File: src/rtl/ram_line_pkg.sv
// ram_line_pkg: shared definitions for the single-line RAM cache controller.
//   - Default address/data widths of the external burst RAM (4M x 32).
//   - Line geometry: 8 words per line, 3-bit word offset, tag = upper bits.
//   - Controller state encoding (exposed on the debug port of ram_line_ctrl).
package ram_line_pkg;

  localparam int RAM_ADDR_W = 22;
  localparam int RAM_DATA_W = 32;
  localparam int LINE_WORDS = 8;
  localparam int OFFS_W     = 3;
  localparam int TAG_W      = RAM_ADDR_W - OFFS_W;

  typedef enum logic [2:0] {
    ST_IDLE     = 3'd0,
    ST_FILL_REQ = 3'd1,
    ST_FILL     = 3'd2,
    ST_WB_REQ   = 3'd3,
    ST_WB       = 3'd4,
    ST_ACK      = 3'd5
  } state_e;

endpackage

File: src/rtl/ram_line_buf.sv
// ram_line_buf: 8-word line data store.
//   clk, rst_n        : clock, asynchronous active-low reset (clears all words)
//   fill_we_i/idx/data: fill-beat write request
//   merge_we_i/idx/data: CPU word write request; wins over a fill beat
//                        issued in the same cycle
//   rd_a_idx_i/data_o : asynchronous read port for CPU read data
//   rd_b_idx_i/data_o : asynchronous read port for write-back beats
module ram_line_buf
  import ram_line_pkg::*;
#(
  parameter int DATA_W = RAM_DATA_W
) (
  input  logic              clk,
  input  logic              rst_n,
  input  logic              fill_we_i,
  input  logic [OFFS_W-1:0] fill_idx_i,
  input  logic [DATA_W-1:0] fill_data_i,
  input  logic              merge_we_i,
  input  logic [OFFS_W-1:0] merge_idx_i,
  input  logic [DATA_W-1:0] merge_data_i,
  input  logic [OFFS_W-1:0] rd_a_idx_i,
  output logic [DATA_W-1:0] rd_a_data_o,
  input  logic [OFFS_W-1:0] rd_b_idx_i,
  output logic [DATA_W-1:0] rd_b_data_o
);

  logic [DATA_W-1:0] mem_q [LINE_WORDS];

  logic              wr_en;
  logic [OFFS_W-1:0] wr_idx;
  logic [DATA_W-1:0] wr_data;

  always_comb begin
    wr_en   = fill_we_i | merge_we_i;
    wr_idx  = merge_we_i ? merge_idx_i  : fill_idx_i;
    wr_data = merge_we_i ? merge_data_i : fill_data_i;
  end

  always_ff @(posedge clk or negedge rst_n) begin
    if (!rst_n) begin
      for (int i = 0; i < LINE_WORDS; i++) mem_q[i] <= '0;
    end else if (wr_en) begin
      mem_q[wr_idx] <= wr_data;
    end
  end

  assign rd_a_data_o = mem_q[rd_a_idx_i];
  assign rd_b_data_o = mem_q[rd_b_idx_i];

endmodule

File: src/rtl/ram_line_ctrl.sv
// ram_line_ctrl: single-line write-through cache between the CPU data port
// and an external 8-word wrapping burst RAM.
//
// Ports:
//   clk, rst_n             : clock, asynchronous active-low reset
//   cpu_stb/we/addr/din    : CPU request (held until cpu_ack)
//   cpu_dout, cpu_ack      : registered read data, one-cycle completion pulse
//   ram_stb/we/addr        : one-cycle burst request
//   ram_dout               : write-beat data (valid while in write burst)
//   ram_din, ram_ack       : read-beat data, one ack per beat (8 per burst)
//   dbg_state, dbg_valid   : controller state and line-valid bit for observation
//
// Handshakes: a CPU request is accepted only in ST_IDLE and completes with a
// single cpu_ack pulse; the RAM side is a one-cycle ram_stb followed by
// exactly 8 consecutive ram_ack beats, and no new ram_stb is issued before
// the 8th ack of the previous burst.
//
// Build option: define RAM_LINE_CTRL_CWF_EN for critical-word forwarding on
// read misses (ack one cycle after fill beat 0, fill finishes in background).
module ram_line_ctrl
  import ram_line_pkg::*;
#(
  parameter int ADDR_W = RAM_ADDR_W,
  parameter int DATA_W = RAM_DATA_W
) (
  input  logic              clk,
  input  logic              rst_n,
  input  logic              cpu_stb,
  input  logic              cpu_we,
  input  logic [ADDR_W-1:0] cpu_addr,
  input  logic [DATA_W-1:0] cpu_din,
  output logic [DATA_W-1:0] cpu_dout,
  output logic              cpu_ack,
  output logic              ram_stb,
  output logic              ram_we,
  output logic [ADDR_W-1:0] ram_addr,
  output logic [DATA_W-1:0] ram_dout,
  input  logic [DATA_W-1:0] ram_din,
  input  logic              ram_ack,
  output state_e            dbg_state,
  output logic              dbg_valid
);

  localparam int TAG_BITS = ADDR_W - OFFS_W;

  state_e              state_q, state_d;
  logic                valid_q, valid_d;
  logic [TAG_BITS-1:0] tag_q, tag_d;
  logic                we_q, we_d;
  logic [ADDR_W-1:0]   addr_q, addr_d;
  logic [DATA_W-1:0]   din_q, din_d;
  logic [OFFS_W-1:0]   beat_q, beat_d;
  logic [DATA_W-1:0]   dout_q, dout_d;
  logic                cwf_ack_q, cwf_ack_d;

  logic                fill_we, merge_we;
  logic [OFFS_W-1:0]   fill_idx, merge_idx, rd_a_idx;
  logic [DATA_W-1:0]   merge_data, rd_a_data, rd_b_data;
  logic                hit;

  assign hit      = valid_q && (tag_q == cpu_addr[ADDR_W-1:OFFS_W]);
  // Fill beats arrive critical-word first and wrap inside the line.
  assign fill_idx = addr_q[OFFS_W-1:0] + beat_q;

  ram_line_buf #(.DATA_W(DATA_W)) u_buf (
    .clk          (clk),
    .rst_n        (rst_n),
    .fill_we_i    (fill_we),
    .fill_idx_i   (fill_idx),
    .fill_data_i  (ram_din),
    .merge_we_i   (merge_we),
    .merge_idx_i  (merge_idx),
    .merge_data_i (merge_data),
    .rd_a_idx_i   (rd_a_idx),
    .rd_a_data_o  (rd_a_data),
    .rd_b_idx_i   (beat_q),
    .rd_b_data_o  (rd_b_data)
  );

  always_comb begin
    state_d    = state_q;
    valid_d    = valid_q;
    tag_d      = tag_q;
    we_d       = we_q;
    addr_d     = addr_q;
    din_d      = din_q;
    beat_d     = beat_q;
    dout_d     = dout_q;
    cwf_ack_d  = 1'b0;
    fill_we    = 1'b0;
    merge_we   = 1'b0;
    merge_idx  = addr_q[OFFS_W-1:0];
    merge_data = din_q;
    rd_a_idx   = addr_q[OFFS_W-1:0];
    cpu_ack    = cwf_ack_q;
    ram_stb    = 1'b0;
    ram_we     = 1'b0;
    ram_addr   = '0;
    ram_dout   = '0;

    case (state_q)
      ST_IDLE: begin
        rd_a_idx = cpu_addr[OFFS_W-1:0];
        if (cpu_stb) begin
          we_d   = cpu_we;
          addr_d = cpu_addr;
          din_d  = cpu_din;
          if (hit && !cpu_we) begin
            dout_d  = rd_a_data;
            state_d = ST_ACK;
          end else if (hit) begin
            merge_we   = 1'b1;
            merge_idx  = cpu_addr[OFFS_W-1:0];
            merge_data = cpu_din;
            state_d    = ST_WB_REQ;
          end else begin
            state_d = ST_FILL_REQ;
          end
        end
      end

      ST_FILL_REQ: begin
        ram_stb = 1'b1;
        ram_addr = addr_q;
        beat_d  = '0;
        // Line contents are about to be overwritten.
        valid_d = 1'b0;
        state_d = ST_FILL;
      end

      ST_FILL: begin
        if (ram_ack) begin
          fill_we = 1'b1;
          beat_d  = beat_q + 1'b1;
          // Beat 0 carries the CPU's own word; a pending write replaces it
          // as it lands, so every other fill beat is stored unmodified.
          if (we_q && (beat_q == '0)) merge_we = 1'b1;
`ifdef RAM_LINE_CTRL_CWF_EN
          if (!we_q && (beat_q == '0)) begin
            dout_d    = ram_din;
            cwf_ack_d = 1'b1;
          end
`endif
          if (beat_q == '1) begin
            valid_d = 1'b1;
            tag_d   = addr_q[ADDR_W-1:OFFS_W];
            if (we_q) begin
              state_d = ST_WB_REQ;
            end else begin
`ifdef RAM_LINE_CTRL_CWF_EN
              state_d = ST_IDLE;
`else
              // Critical word was stored on beat 0, so it is readable now.
              dout_d  = rd_a_data;
              state_d = ST_ACK;
`endif
            end
          end
        end
      end

      ST_WB_REQ: begin
        ram_stb  = 1'b1;
        ram_we   = 1'b1;
        ram_addr = {tag_q, {OFFS_W{1'b0}}};
        beat_d   = '0;
        state_d  = ST_WB;
      end

      ST_WB: begin
        ram_dout = rd_b_data;
        if (ram_ack) begin
          beat_d = beat_q + 1'b1;
          if (beat_q == '1) state_d = ST_ACK;
        end
      end

      ST_ACK: begin
        cpu_ack = 1'b1;
        state_d = ST_IDLE;
      end

      default: state_d = ST_IDLE;
    endcase
  end

  always_ff @(posedge clk or negedge rst_n) begin
    if (!rst_n) begin
      state_q   <= ST_IDLE;
      valid_q   <= 1'b0;
      tag_q     <= '0;
      we_q      <= 1'b0;
      addr_q    <= '0;
      din_q     <= '0;
      beat_q    <= '0;
      dout_q    <= '0;
      cwf_ack_q <= 1'b0;
    end else begin
      state_q   <= state_d;
      valid_q   <= valid_d;
      tag_q     <= tag_d;
      we_q      <= we_d;
      addr_q    <= addr_d;
      din_q     <= din_d;
      beat_q    <= beat_d;
      dout_q    <= dout_d;
      cwf_ack_q <= cwf_ack_d;
    end
  end

  assign cpu_dout  = dout_q;
  assign dbg_state = state_q;
  assign dbg_valid = valid_q;

endmodule

File: config.mk
export PLATFORM = sky130hd
export DESIGN_NAME = ram_line_ctrl
export DESIGN_NICKNAME = d
export VERILOG_FILES = /design/src/rtl/ram_line_pkg.sv /design/src/rtl/ram_line_buf.sv /design/src/rtl/ram_line_ctrl.sv
export SDC_FILE = /design/constraint.sdc
export NUM_CORES = 1
export LEC_CHECK = 0
export ABC_AREA = 1
export CAP_MARGIN = 10
export CORE_ASPECT_RATIO = 0.8
export CORE_MARGIN = 4
export CORE_UTILIZATION = 50
export CTS_CLUSTER_SIZE = 16
export DETAILED_ROUTE_END_ITERATION = 12
export MAX_ROUTING_LAYER = met4
export PLACE_DENSITY_LB_ADDON = 0.1
export SYNTH_ARGS = -nofsm -noshare
export SYNTH_HDL_FRONTEND = slang
export SYNTH_SLANG_ARGS = --single-unit
File: constraint.sdc
create_clock -name clk -period 3.2 [get_ports clk]
set_input_delay 0.8 -clock clk [delete_from_list [all_inputs] [get_ports clk]]
set_output_delay 0.8 -clock clk [all_outputs]
set_load 0.005 [all_outputs]
==> flow_summary_export.csv <==
group,metric,value,unit
sta,skew,24.8,ps
placed_design,place_inst,3566,
cts,htreeDepth,2,
final_layout,final_area,26400,um^2
placed_design,place_ws,-293,ps
cts,clkTransAtPathRegs,60,ps
sta,slew_headroom,0.477,
outcome,status,"complete, but fails checks",
worst_setup_path,start_kind,"register",
outcome,violations,"setup timing",
final_layout,fill_cells,3670,
sta,setup_viol,3,
final_layout,final_util,0.644,
detailed_routing,drc_errors,0,
pwr,power,27.7,mW
cts,hold_buffers,0,
worst_setup_path,cpPeakStageDelay,460,ps
logic_synthesis,seq_area_frac_synth,0.442,
cts,cts_tree,"done",
detailed_routing,viasPerCell,5.93,
sta,finalWorstSetupSlack,-17.6,ps
logic_synthesis,synth_area_leaders,"dfrtp_1 44%, nand2_1 13%, o21ai_0 11%",
logic_synthesis,yosysTopAreaCell,"dfrtp_1",
die,die_area,45200,um^2
die,die_w,237,um
placed_design,hpwl,47.3,mm
pwr,vdd_drop_max,0.000977,V
worst_setup_path,arrival,2420,ps
pwr,power.density,1050,nW/um^2
sta,maxSlewViolCount,0,
die,pin_count,184,
logic_synthesis,synth_seq_cells,369,
sta,finalHoldViolCount,0,
worst_setup_path,rrSetupSlack,190,ps
sta,worst_hold_slack,234,ps
final_layout,drive_gt1_frac,0.117,
sta,worst_pin_slew,776,ps
sta,rsz0062_at_grt,"yes",
logic_synthesis,avgSynthCellArea,7.26,um^2
die,die_height,191,um
worst_setup_path,cp.required,2400,ps
hold_path,hold_path.class,"input port to async pin",
logic_synthesis,synth_area,20900,um^2
logic_synthesis,synth_fp_nets,2978,
detailed_routing,firstDrtPassIters,8,
logic_synthesis,syn_inst,2882,
detailed_routing,wl_per_cell,20.7,um
pwr,leakage,12.9,nW
sta,fin_crit_sh,1.01,
sta,fmax,311,MHz
grt,grt.overflow.total,0,
placed_design,globalplace.congestion,0.896,
detailed_routing,vias,21700,
grt,antenna_found_initial,0,
detailed_routing,wl,75.6,mm
cts,cts.path.max_buffers,3,
sta,min_period,3220,ps
final_layout,nets,3185,
final_layout,area_delta_synth_final,26.2,%
logic_synthesis,netlist.area_leader.share,0.442,
grt,grt_max_degree,83,
cts,cts_buffers,40,
cts,clk_latency,560,ps
grt,grt_pass1_wl,119,mm
logic_synthesis,yosysWarnings,0,
detailed_routing,drt_iter0_drc,2733,
detailed_routing,antenna_left,0,
final_layout,diodes,0,
final_layout,stdcell_count,3659,
worst_setup_path,crit_slowest_cell,"dfrtp_4",
grt,grt_usage,0.340,
worst_setup_path,end_kind,"output port",
worst_setup_path,critPathMaxFanout,8,
flow_run,maxCapViolCount,0,
worst_setup_path,path_cells,"inv_8 -> buf_12 -> buf_4 -> a21oi_1 -> o21ai_0 -> o21ai_0 -> o21ai_1 -> a31oi_1 -> buf_2",
die,initial_utilization,0.511,
placed_design,port_buffers,183,
placed_design,postPlaceCellArea,24600,um^2
worst_setup_path,path_class,"register to output port",
logic_synthesis,synth_cell_type_count,41,
grt,grt_pass1_vias,20800,
die,rows,66,
cts,clock-sinks,369,
cts,root_buffer,"clkbuf_16",
worst_setup_path,cpMostUsedCell,"o21ai_0",
die,coreArea,41000,um^2
sta,fin_tns_setup,-25.9,ps
[critical path: cells and delay by family (launching register included)]
kind | cells | cell delay, ps
compound gates | 5 | 850
buf+inv | 4 | 540
flops | 1 | 460
[area by class of cell]
class,count,area [um^2],share of cell area
flip-flops and latches,369,9250,0.350
inverters,232,888,0.0337
well taps,544,681,0.0258
clock buffers,57,1130,0.0427
multi-input cells,2058,10000,0.379
clock inverters,11,138,0.00521
repair buffers,388,4310,0.163
[synthesized netlist by cell type]
master	count
a211oi_1	1
a21oi_1	133
a21oi_2	18
a22o_1	1
a22oi_1	1
a22oi_2	1
a31oi_1	33
and2_1	1
buf_1	12
buf_2	76
buf_4	15
buf_6	1
clkbuf_1	119
clkinv_1	2
dfrtp_1	369
fa_1	1
ha_1	4
inv_1	225
inv_2	5
nand2_1	727
nand2_2	3
nand2_4	1
nand3_1	295
nand3_2	2
nand3b_1	4
nand3b_2	1
nand4_1	4
nand4_4	2
nor2_1	208
nor2_2	4
nor2_4	2
nor2_8	1
nor3_1	1
nor3_2	1
o211ai_1	77
o21ai_0	439
o21ai_1	2
o21bai_1	68
o22ai_1	18
xnor2_1	3
xor2_1	1
[registers in the layout (all words and copies together) (netlist names)]
name / cells
u_buf.mem_q: 256
cpu_dout: 32
din_q: 32
addr_q: 22
tag_q: 19
beat_q: 3
dbg_state: 3
dbg_valid: 1
we_q: 1
[final timing paths]
kind                            cells after the start                to              from
max in group asynchronous                           2   u_buf.mem_q[42]             rst_n
min in group clk                                    2  u_buf.mem_q[112]  u_buf.mem_q[112]
worst min register to register                      2  u_buf.mem_q[112]  u_buf.mem_q[112]
worst max register to register                     13   u_buf.mem_q[80]         beat_q[0]
worst max-delay path                                9      ram_dout[19]         beat_q[0]
worst min-delay path                                1      cpu_dout[25]             rst_n
[kinds of logic after synthesis]
family | Yosys count | synth area share
simple gates | 1257 | 0.250
compound gates | 792 | 0.214
buf+inv | 455 | 0.0893
flops | 369 | 0.442
fa+ha+maj | 5 | 0.00335
xor+xnor | 4 | 0.00168
[what timing repair did]
action,in CTS,in global routing
resized for setup,112,111
buffers inserted,15,3
gates cloned,7,0
endpoints found under the setup margin,54,135
pin swaps,7,21
hold endpoints to repair,0,0
[per-layer routing]
metal	GRT usage	vias to the layer above	share of wire
met5	-	-	0
met4	0.104	0	0.028
met3	0.0772	171	0.12
met2	0.485	1312	0.42
met1	0.487	10300	0.43
li1	-	9950	-
[where the power goes]
part           switching, mW  internal [mW]
sequential              1.21           6.52
combinational           10.0           5.22
clock                   2.00           2.69
[cell usage in the layout, fill, tap and decap left out, types with 6 or more instances in the layout]
cell	n
nand2_1	725
o21ai_0	372
dfrtp_1	364
nand3_1	295
inv_1	222
nor2_1	200
buf_4	132
clkdlybuf4s50_1	130
a21oi_1	128
o211ai_1	77
o21bai_1	68
buf_12	62
o21ai_1	60
clkbuf_16	41
a31oi_1	28
a21oi_2	23
dlymetal6s2s_1	15
o22ai_1	14
clkbuf_1	12
dlygate4sd2_1	12
clkbuf_2	10
nor2_4	9
o21ai_2	7
clkinv_2	7
buf_2	6
No activity file was read; power rests on OpenSTA's default activity.
